### config.mk
export PLATFORM = sky130hd
export DESIGN_NAME = apb_master_flat
export DESIGN_NICKNAME = d
export VERILOG_FILES = /design/src/rtl/apb_master_pkg.sv /design/src/rtl/apb_master_if.sv /design/src/rtl/apb_wait_timer.sv /design/src/rtl/apb_master.sv /design/src/flat_wrapper.sv
export SDC_FILE = /design/constraint.sdc
export NUM_CORES = 1
export LEC_CHECK = 0
export CAP_MARGIN = 0
export CORE_MARGIN = 5
export CORE_UTILIZATION = 46
export DETAILED_ROUTE_END_ITERATION = 8
export PLACE_DENSITY = 0.92
export SLEW_MARGIN = 20
export SYNTH_ARGS = -nofsm -noshare
export SYNTH_HDL_FRONTEND = slang
export SYNTH_SLANG_ARGS = --single-unit
### constraint.sdc
create_clock -name P_clk -period 3.6 [get_ports P_clk]
set_clock_uncertainty 0.15 [all_clocks]
set_input_delay 0.54 -clock P_clk [delete_from_list [all_inputs] [get_ports P_clk]]
set_output_delay 0.54 -clock P_clk [all_outputs]
set_load 0.05 [all_outputs]
### src/rtl/apb_master_pkg.sv
// Shared definitions for the APB requester: FSM state encoding, default
// bus widths and the default ACCESS-phase wait limit.
package apb_master_pkg;

  localparam int APB_ADDR_W  = 8;
  localparam int APB_DATA_W  = 8;
  localparam int APB_TIMEOUT = 16;

  typedef enum logic [1:0] {
    ST_IDLE   = 2'd0,
    ST_SETUP  = 2'd1,
    ST_ACCESS = 2'd2
  } apb_state_e;

  // Counter width able to hold the value TIMEOUT itself.
  function automatic int wait_cnt_w(input int timeout);
    return $clog2(timeout + 1);
  endfunction

endpackage

### src/rtl/apb_master_if.sv
// Command/response port and APB bus of the requester, bundled together.
// master: the requester's view. slave: the APB completer's view of the bus.
interface apb_master_if import apb_master_pkg::*; #(
  parameter int ADDR_W = APB_ADDR_W,
  parameter int DATA_W = APB_DATA_W
) ();

  logic              cmd_valid;
  logic              cmd_ready;
  logic              cmd_write;
  logic [ADDR_W-1:0] cmd_addr;
  logic [DATA_W-1:0] cmd_wdata;

  logic              rsp_valid;
  logic [DATA_W-1:0] rsp_rdata;
  logic              rsp_err;
  logic              rsp_timeout;

  logic              P_sel;
  logic              P_enable;
  logic              P_write;
  logic [ADDR_W-1:0] P_addr;
  logic [DATA_W-1:0] P_wdata;
  logic [DATA_W-1:0] P_rdata;
  logic              P_ready;
  logic              P_slverr;

  modport master (
    input  cmd_valid, cmd_write, cmd_addr, cmd_wdata,
    input  P_rdata, P_ready, P_slverr,
    output cmd_ready, rsp_valid, rsp_rdata, rsp_err, rsp_timeout,
    output P_sel, P_enable, P_write, P_addr, P_wdata
  );

  modport slave (
    input  P_sel, P_enable, P_write, P_addr, P_wdata,
    output P_rdata, P_ready, P_slverr
  );

endinterface

### src/rtl/apb_wait_timer.sv
// Counts ACCESS cycles spent waiting for P_ready. 'expired' flags the cycle
// in which one more wait would reach TIMEOUT, so the FSM can abort on it.
module apb_wait_timer import apb_master_pkg::*; #(
  parameter int TIMEOUT = APB_TIMEOUT
) (
  input  logic P_clk,
  input  logic P_reset_n,
  input  logic clear,
  input  logic enable,
  output logic expired
);

  localparam int              CNT_W = wait_cnt_w(TIMEOUT);
  localparam logic [CNT_W-1:0] LAST = CNT_W'(TIMEOUT - 1);

  logic [CNT_W-1:0] count;

  // Wait counter: cleared in SETUP, advanced on every un-ready ACCESS cycle.
  // NOTE: sequential state uses non-blocking (<=) so every flop samples pre-edge values.
  always_ff @(posedge P_clk or negedge P_reset_n) begin
    if (!P_reset_n) begin
      count <= '0;
    end else if (clear) begin
      count <= '0;
    end else if (enable) begin
      count <= count + 1'b1;
    end
  end

  assign expired = (count == LAST);

endmodule

### src/rtl/apb_master.sv
// APB requester: one command at a time, SETUP -> ACCESS, bounded wait for
// P_ready, single-cycle response pulse carrying read data and error status.
module apb_master import apb_master_pkg::*; #(
  parameter int ADDR_W  = APB_ADDR_W,
  parameter int DATA_W  = APB_DATA_W,
  parameter int TIMEOUT = APB_TIMEOUT
) (
  input  logic         P_clk,
  input  logic         P_reset_n,
  apb_master_if.master bus
);

  apb_state_e        state_q, state_d;
  logic              handshake;
  logic              done_ok, done_to;
  logic              timer_clear, timer_en, timer_expired;

  logic              write_q;
  logic [ADDR_W-1:0] addr_q;
  logic [DATA_W-1:0] wdata_q;

  logic              rsp_valid_q;
  logic [DATA_W-1:0] rsp_rdata_q;
  logic              rsp_err_q;
  logic              rsp_timeout_q;

  // Ready is also held low while reset is asserted so every output reads 0.
  assign bus.cmd_ready = (state_q == ST_IDLE) && P_reset_n;
  assign handshake     = bus.cmd_valid && bus.cmd_ready;

  assign timer_clear = (state_q == ST_SETUP);
  assign timer_en    = (state_q == ST_ACCESS) && !bus.P_ready;

  apb_wait_timer #(.TIMEOUT(TIMEOUT)) u_timer (
    .P_clk     (P_clk),
    .P_reset_n (P_reset_n),
    .clear     (timer_clear),
    .enable    (timer_en),
    .expired   (timer_expired)
  );

  // State register.
  always_ff @(posedge P_clk or negedge P_reset_n) begin
    if (!P_reset_n) state_q <= ST_IDLE;
    else            state_q <= state_d;
  end

  // Next state and completion decode; P_ready beats the timeout in the same cycle.
  always_comb begin
    // NOTE: defaults first so no path through the case leaves a variable unassigned (no latch).
    state_d = state_q;
    done_ok = 1'b0;
    done_to = 1'b0;
    unique case (state_q)
      ST_IDLE:   if (handshake) state_d = ST_SETUP;
      ST_SETUP:  state_d = ST_ACCESS;
      ST_ACCESS: begin
        if (bus.P_ready) begin
          done_ok = 1'b1;
          state_d = ST_IDLE;
        end else if (timer_expired) begin
          done_to = 1'b1;
          state_d = ST_IDLE;
        end
      end
      default:   state_d = ST_IDLE;
    endcase
  end

  // Capture the accepted command; held stable for the whole transfer and after it.
  always_ff @(posedge P_clk or negedge P_reset_n) begin
    if (!P_reset_n) begin
      write_q <= 1'b0;
      addr_q  <= '0;
      wdata_q <= '0;
    end else if (handshake) begin
      write_q <= bus.cmd_write;
      addr_q  <= bus.cmd_addr;
      wdata_q <= bus.cmd_wdata;
    end
  end

  // Response: valid pulses for one cycle, payload holds until the next completion.
  always_ff @(posedge P_clk or negedge P_reset_n) begin
    if (!P_reset_n) begin
      rsp_valid_q   <= 1'b0;
      rsp_rdata_q   <= '0;
      rsp_err_q     <= 1'b0;
      rsp_timeout_q <= 1'b0;
    end else begin
      rsp_valid_q <= done_ok || done_to;
      if (done_ok) begin
        rsp_rdata_q   <= write_q ? '0 : bus.P_rdata;
        rsp_err_q     <= bus.P_slverr;
        rsp_timeout_q <= 1'b0;
      end else if (done_to) begin
        rsp_rdata_q   <= '0;
        rsp_err_q     <= 1'b1;
        rsp_timeout_q <= 1'b1;
      end
    end
  end

  assign bus.P_sel       = (state_q != ST_IDLE);
  assign bus.P_enable    = (state_q == ST_ACCESS);
  assign bus.P_write     = write_q;
  assign bus.P_addr      = addr_q;
  assign bus.P_wdata     = wdata_q;
  assign bus.rsp_valid   = rsp_valid_q;
  assign bus.rsp_rdata   = rsp_rdata_q;
  assign bus.rsp_err     = rsp_err_q;
  assign bus.rsp_timeout = rsp_timeout_q;

endmodule
### src/flat_wrapper.sv
// flat-port wrapper written by rule: the top's interface ports become plain ports
module apb_master_flat import apb_master_pkg::*;
#(
  parameter int ADDR_W  = APB_ADDR_W,
  parameter int DATA_W  = APB_DATA_W,
  parameter int TIMEOUT = APB_TIMEOUT
)
  (P_clk, P_reset_n, bus_cmd_valid, bus_cmd_write, bus_cmd_addr, bus_cmd_wdata, bus_P_rdata, bus_P_ready, bus_P_slverr, bus_cmd_ready, bus_rsp_valid, bus_rsp_rdata, bus_rsp_err, bus_rsp_timeout, bus_P_sel, bus_P_enable, bus_P_write, bus_P_addr, bus_P_wdata);
  apb_master_if #(.ADDR_W(ADDR_W), .DATA_W(DATA_W)) bus_i ();
  input  logic P_clk;
  input  logic P_reset_n;
  input wire logic [$bits(bus_i.cmd_valid)-1:0] bus_cmd_valid;
  input wire logic [$bits(bus_i.cmd_write)-1:0] bus_cmd_write;
  input wire logic [$bits(bus_i.cmd_addr)-1:0] bus_cmd_addr;
  input wire logic [$bits(bus_i.cmd_wdata)-1:0] bus_cmd_wdata;
  input wire logic [$bits(bus_i.P_rdata)-1:0] bus_P_rdata;
  input wire logic [$bits(bus_i.P_ready)-1:0] bus_P_ready;
  input wire logic [$bits(bus_i.P_slverr)-1:0] bus_P_slverr;
  output wire logic [$bits(bus_i.cmd_ready)-1:0] bus_cmd_ready;
  output wire logic [$bits(bus_i.rsp_valid)-1:0] bus_rsp_valid;
  output wire logic [$bits(bus_i.rsp_rdata)-1:0] bus_rsp_rdata;
  output wire logic [$bits(bus_i.rsp_err)-1:0] bus_rsp_err;
  output wire logic [$bits(bus_i.rsp_timeout)-1:0] bus_rsp_timeout;
  output wire logic [$bits(bus_i.P_sel)-1:0] bus_P_sel;
  output wire logic [$bits(bus_i.P_enable)-1:0] bus_P_enable;
  output wire logic [$bits(bus_i.P_write)-1:0] bus_P_write;
  output wire logic [$bits(bus_i.P_addr)-1:0] bus_P_addr;
  output wire logic [$bits(bus_i.P_wdata)-1:0] bus_P_wdata;
  assign bus_i.cmd_valid = bus_cmd_valid;
  assign bus_i.cmd_write = bus_cmd_write;
  assign bus_i.cmd_addr = bus_cmd_addr;
  assign bus_i.cmd_wdata = bus_cmd_wdata;
  assign bus_i.P_rdata = bus_P_rdata;
  assign bus_i.P_ready = bus_P_ready;
  assign bus_i.P_slverr = bus_P_slverr;
  assign bus_cmd_ready = bus_i.cmd_ready;
  assign bus_rsp_valid = bus_i.rsp_valid;
  assign bus_rsp_rdata = bus_i.rsp_rdata;
  assign bus_rsp_err = bus_i.rsp_err;
  assign bus_rsp_timeout = bus_i.rsp_timeout;
  assign bus_P_sel = bus_i.P_sel;
  assign bus_P_enable = bus_i.P_enable;
  assign bus_P_write = bus_i.P_write;
  assign bus_P_addr = bus_i.P_addr;
  assign bus_P_wdata = bus_i.P_wdata;
  apb_master #(.ADDR_W(ADDR_W), .DATA_W(DATA_W), .TIMEOUT(TIMEOUT)) u_core (.P_clk(P_clk), .P_reset_n(P_reset_n), .bus(bus_i));
endmodule
==> run metrics, run 1 <==
Crit. End Element output pin; slew margin rel. 65.2%; CP Data Required Time 2.91 ns; Max Cap Viol 0; Hold Path End u_core.bus.P_wdata[7]; Psw 0.000668 W; setup bufs post-CTS 0; vias in the first global route 1153; FF-to-FF setup slack 1.62 ns; WL per Instance 16.0 microns; register area share after synthesis 57.6%; Clk network pwr share 17.8%; Area Overhead vs Synth 45.4%; DR vias 1083; Post-Layout Cell Count 214; TritonCTS buffer count 5; status finished, final reports clean; Overall Global Routing Usage 16.8%; total routed wirelength 3430 microns; post-synthesis net count 140; post-DP HPWL 2590 microns; Worst-Skew Late Latency 0.34 ns; Synth top area share 57.6%; most common cell after layout, fill and taps aside clkdlybuf4s50_1; fin crit period 2.97 ns; part of the power in registers 35.0%; number of warnings issued by yosys 0; post-route total power 0.00164 W; reg2reg end u_core.bus.rsp_err; WP data arrival 2.28 ns; PortBufs 60; buffer depth of the longest clock path 2; Syn Inst Count 108; final setup fails 0; Max VDD drop 0.378 mV; row count 20; cell taking the most area after synthesis dfrtp_1; Place WS 0.984 ns; critical path startpoint category register; hold_sp u_core.bus.P_wdata[7]; RSZ-0062 raised after global routing false; final worst setup slack 0.629 ns; remaining antenna violation count 0; Final Max Tran Viols 0; die area 0.00456 sq mm; worst hold stages 1; leakage 0.974 nW; fmax 337 MHz; Crit Path Category register to output pin; Fin Setup TNS 0 ns; largest net degree at the start of global routing 36; internal power 0.000968 W; layout cells sized above 1 17.6%; CTS tree done; cts repair resizes 0; #FFs+latches synth 35; initial DRC count 32; min-delay worst type register to register; Sw Ratio 40.8%; dpl cells 206; Die W 67.5 microns; Post-Syn Area 0.00152 sq mm; Starting Density 49.0%; Reg clk slew, reported paths 0.11 ns; Core Area 0.00310 sq mm; crit share post-route 82.5%; CTS Root Cell clkbuf_4; antenna violations before repair 0; Placer Congestion 0.810; actual slew at the worst max-slew pin 0.521 ns; diode count 0; First-pass DRT Iterations 4; H-tree Lvls 2; Crit Path Max Fanout 11; Clock Sinks 35; final hold viol count 0; syn avg cell area 14.1 sq um; total gr overflow 0; Gate power share 47.1%; global-route wire length before repair 5510 microns; final routed DRC violation total 0; Synth area leaders dfrtp_1 58%, mux2_4 8.9%, a22o_1 6.3%, mux2_2 5.9%, buf_12 2.6%; Power Dens Cells 740 mW/mm^2; Yosys cell types 33; Register-to-Register Path Depth 6; hold buffer count at CTS 0; Via density 5.06; IO Count 61; number of nets in the layout 201; most frequent cells in the layout 59 x clkdlybuf4s50_1, 35 x dfrtp_1, 11 x a22o_1, 9 x mux2_4, 8 x mux2_2; Reg-to-Reg Start u_core.u_timer.count[0]; Die Y 67.5 microns
## layer usage
metal  up-vias  part of all wire, %  global-route usage [%]  wire length [microns]
met4         0                  2.5                    9.87                     85
met3         7                  7.5                    3.83                    256
met1       518                   43                    19.6                   1460
li1        509                    -                       -                      -
met2        49                   47                    28.2                   1630
met5         -                    0                       0                      0
## critical path, stage by stage, from the launching register on
cell and delay (ns):
dfrtp_1 0.57, nor2b_1 0.45, clkdlybuf4s50_1 0.91
## flip-flops by register name, summed over array words and instances (netlist names)
register	cells
u_core.bus.P_addr	8
u_core.bus.P_wdata	8
u_core.bus.rsp_rdata	8
u_core.u_timer.count	5
u_core.state_q	2
u_core.bus.P_write	1
u_core.bus.rsp_err	1
u_core.bus.rsp_timeout	1
u_core.bus.rsp_valid	1
## per-stage QoR
stage                     instance area, sq um  hold WS (ns)  util (%)
after global placement                    2130         0.338      68.5
after CTS                                 2210         0.369      71.3
after global routing                      2210         0.386      71.3
after detailed placement                  2130         0.344      68.5
final                                     2210         0.366      71.3
after floorplan                           1520        0.0944         -
## cell usage after synthesis (all sizes together)
master / number
dfrtp: 35
mux2: 17
a22o: 11
buf: 5
inv: 4
o21ai: 4
nand2: 3
nor2: 3
a21o: 2
a21oi: 2
and2: 2
clkbuf: 2
ha: 2
nor2b: 2
nor3b: 2
a32o: 1
and3: 1
and3b: 1
nand2b: 1
nand3: 1
nand3b: 1
nand4b: 1
nor3: 1
nor4b: 1
o22a: 1
o2bb2ai: 1
or3: 1
## cell type report
| type | count | area (sq um) |
|---|---|---|
| sequential | 35 | 876 |
| clock inverter | 2 | 35.0 |
| multi-input combinational | 62 | 562 |
| inverter | 4 | 15.0 |
| fill | 239 | 891 |
| clock buffer | 6 | 51.3 |
| tap | 44 | 55.1 |
| timing repair buffer | 61 | 618 |
## logic make-up (layout without fill, tap and decap cells)
kind of cell,count (synthesis),count (layout),synth area share (%)
adder cells (fa/ha/maj),2,2,1.64
AND/OR/NAND/NOR,21,21,9.13
multiplexers,17,17,14.8
buffers and inverters,11,73,5.51
AO/OA/AOI/OAI,22,22,11.3
flip-flops,35,35,57.6
## power groups by stage
stage	Sequential [W]	Combinational, W	Clock (W)
3_3_place_gp	0.000572	0.000763	0
3_5_place_dp	0.000580	0.000777	0
4_1_cts	0.000573	0.000780	0.000300
5_1_grt	0.000589	0.000804	0.000323
2_1_floorplan	0.000895	0.000189	0
6_report	0.000573	0.000771	0.000292
## how the worst max path moves through the flow
stage,from,slack (ns),endpoint,cells after the start
finish,u_core.state_q[1],0.63,bus_P_enable,2
global route,u_core.state_q[1],0.49,bus_P_enable,2
CTS,u_core.state_q[1],0.61,bus_P_enable,2
detailed placement,u_core.state_q[1],0.98,bus_P_enable,2
global placement,u_core.state_q[1],1.14,bus_P_enable,2
floorplan,P_reset_n,1.50,u_core.bus.P_addr[6],5
Note: power is estimated with default switching activity, not from simulation.
==> run 2: changes to the inputs <==
--- a/config.mk
+++ b/config.mk
@@ -7,9 +7,9 @@
 export LEC_CHECK = 0
 export CAP_MARGIN = 0
 export CORE_MARGIN = 5
-export CORE_UTILIZATION = 46
+export CORE_UTILIZATION = 38
 export DETAILED_ROUTE_END_ITERATION = 8
-export PLACE_DENSITY = 0.92
+export PLACE_DENSITY = 0.83
 export SLEW_MARGIN = 20
 export SYNTH_ARGS = -nofsm -noshare
 export SYNTH_HDL_FRONTEND = slang
==> constraint.sdc (replaced) <==
create_clock -name P_clk -period 2.66 [get_ports P_clk]
set_clock_uncertainty 0.15 [all_clocks]
set_input_delay 0.399 -clock P_clk [delete_from_list [all_inputs] [get_ports P_clk]]
set_output_delay 0.399 -clock P_clk [all_outputs]
set_load 0.05 [all_outputs]
==> run 2 against run 1 <==
- utilization down 14 points
- cell count is 2.8% higher
- via count grew 0.46%
- critical path type unchanged
==> run metrics, run 2 (synthesis results as in run 1) <==
final routed DRC violation total 0; most frequent cells in the layout 58 x clkdlybuf4s50_1, 35 x dfrtp_1, 11 x a22o_1, 9 x mux2_4, 8 x mux2_2; global-route wire length before repair 5770 microns; actual slew at the worst max-slew pin 0.523 ns; worst hold stages 1; critical path startpoint category register; part of the power in registers 34.0%; CTS tree done; Worst-Skew Late Latency 0.28 ns; remaining antenna violation count 0; final hold viol count 0; diode count 0; Die Y 73.3 microns; number of nets in the layout 201; Psw 0.000929 W; most common cell after layout, fill and taps aside clkdlybuf4s50_1; buffer depth of the longest clock path 2; layout cells sized above 1 18.2%; Gate power share 44.8%; Area Overhead vs Synth 47.8%; hold buffer count at CTS 0; CTS Root Cell clkbuf_8; RSZ-0062 raised after global routing false; Die W 73.3 microns; max incr delay on CP 0.79 ns; initial DRC count 37; DR vias 1088; H-tree Lvls 2; die area 0.00537 sq mm; row count 23; largest net degree at the start of global routing 36; slew margin rel. 65.0%; TritonCTS buffer count 5; vias in the first global route 1266; crit share post-route 91.2%; First-pass DRT Iterations 4; antenna violations before repair 0; Final Util 57.0%; Power Dens Cells 1030 mW/mm^2; Register-to-Register Path Depth 6; total gr overflow 0; Core Area 0.00394 sq mm; fmax 412 MHz; final setup fails 0; Sw Ratio 40.0%; internal power 0.00139 W; min-delay worst type register to register; WL per Instance 16.5 microns; PortBufs 60; Post-Layout Cell Count 220; cts repair resizes 0; Max VDD drop 0.624 mV; total routed wirelength 3620 microns; worst hold margin 0.360 ns; Clock Sinks 35; IO Count 61; Fin Setup TNS 0 ns; Critical-path top delay cell clkdlybuf4s50_1; WP data arrival 1.88 ns; Overall Global Routing Usage 14.2%; Clk network pwr share 21.2%; dpl cells 212; setup bufs post-CTS 0; Crit Path Category register to output pin; Max Cap Viol 0; CP Data Required Time 2.11 ns; Crit Path Max Fanout 14; post-DP HPWL 2710 microns; Placer Congestion 0.728; leakage 0.988 nW; fin crit period 2.43 ns; status finished, final reports clean; Via density 4.95; Crit. End Element output pin; Reg clk slew, reported paths 0.07 ns; Starting Density 38.6%; Final Max Tran Viols 0; worst-path cell chain nor2_1, inv_1, clkdlybuf4s50_1
-- run 2: cell types whose count changed in the layout (fill, tap and decap cells not counted), sizes merged --
cell           delta
buf               +1
clkdlybuf4s50     -1
-- run 2: power by group through the flow --
stage	registers [W]	clock network [W]	logic, W
floorplan	0.00121	0	0.000255
global placement	0.000786	0	0.00103
detailed placement	0.000791	0	0.00105
CTS	0.000788	0.000504	0.00105
global route	0.000810	0.000519	0.00108
finish	0.000788	0.000492	0.00104
-- run 2: per-stage QoR --
step           area (sq um)  worst slack [ns]  total power [W]
3_5_place_dp           2130             0.455          0.00184
2_1_floorplan          1520             0.605          0.00147
5_1_grt                2250            0.0799          0.00241
3_3_place_gp           2130             0.532          0.00181
4_1_cts                2250             0.207          0.00234
6_report               2250             0.234          0.00232
-- run 2: final timing paths --
kind	slack [ns]	start	endpoint
setup / recovery	0.23	u_core.state_q[0]	bus_P_sel
hold reg to reg	0.36	u_core.bus.P_addr[0]	u_core.bus.P_addr[0]
hold / removal	0.36	u_core.bus.P_addr[0]	u_core.bus.P_addr[0]
setup reg to reg	0.65	u_core.u_timer.count[0]	u_core.bus.rsp_err
max in group asynchronous	1.62	P_reset_n	u_core.bus.rsp_timeout
min in group asynchronous	0.43	P_reset_n	u_core.bus.P_addr[3]
-- run 2: cell type report --
cell class                 instances  area, sq um
clock inverter                     2         35.0
tap                               50         62.6
clock buffer                       6         82.6
sequential                        35          876
timing repair buffer              61          616
fill                             303         1690
inverter                           4         15.0
multi-input combinational         62          562
-- run 2: metal layers --
layer	up-vias	track usage (%)	wire, microns
met4	0	4.92	59
li1	505	-	-
met1	538	15.8	1480
met3	7	4.51	164
met2	38	25.2	1910
met5	-	0	0
-- run 2: critical path: cells and delay by family (launching register included) --
family	cells	cell delay (ns)
buffers and inverters	2	0.86
flip-flops	1	0.62
AND/OR/NAND/NOR	1	0.11
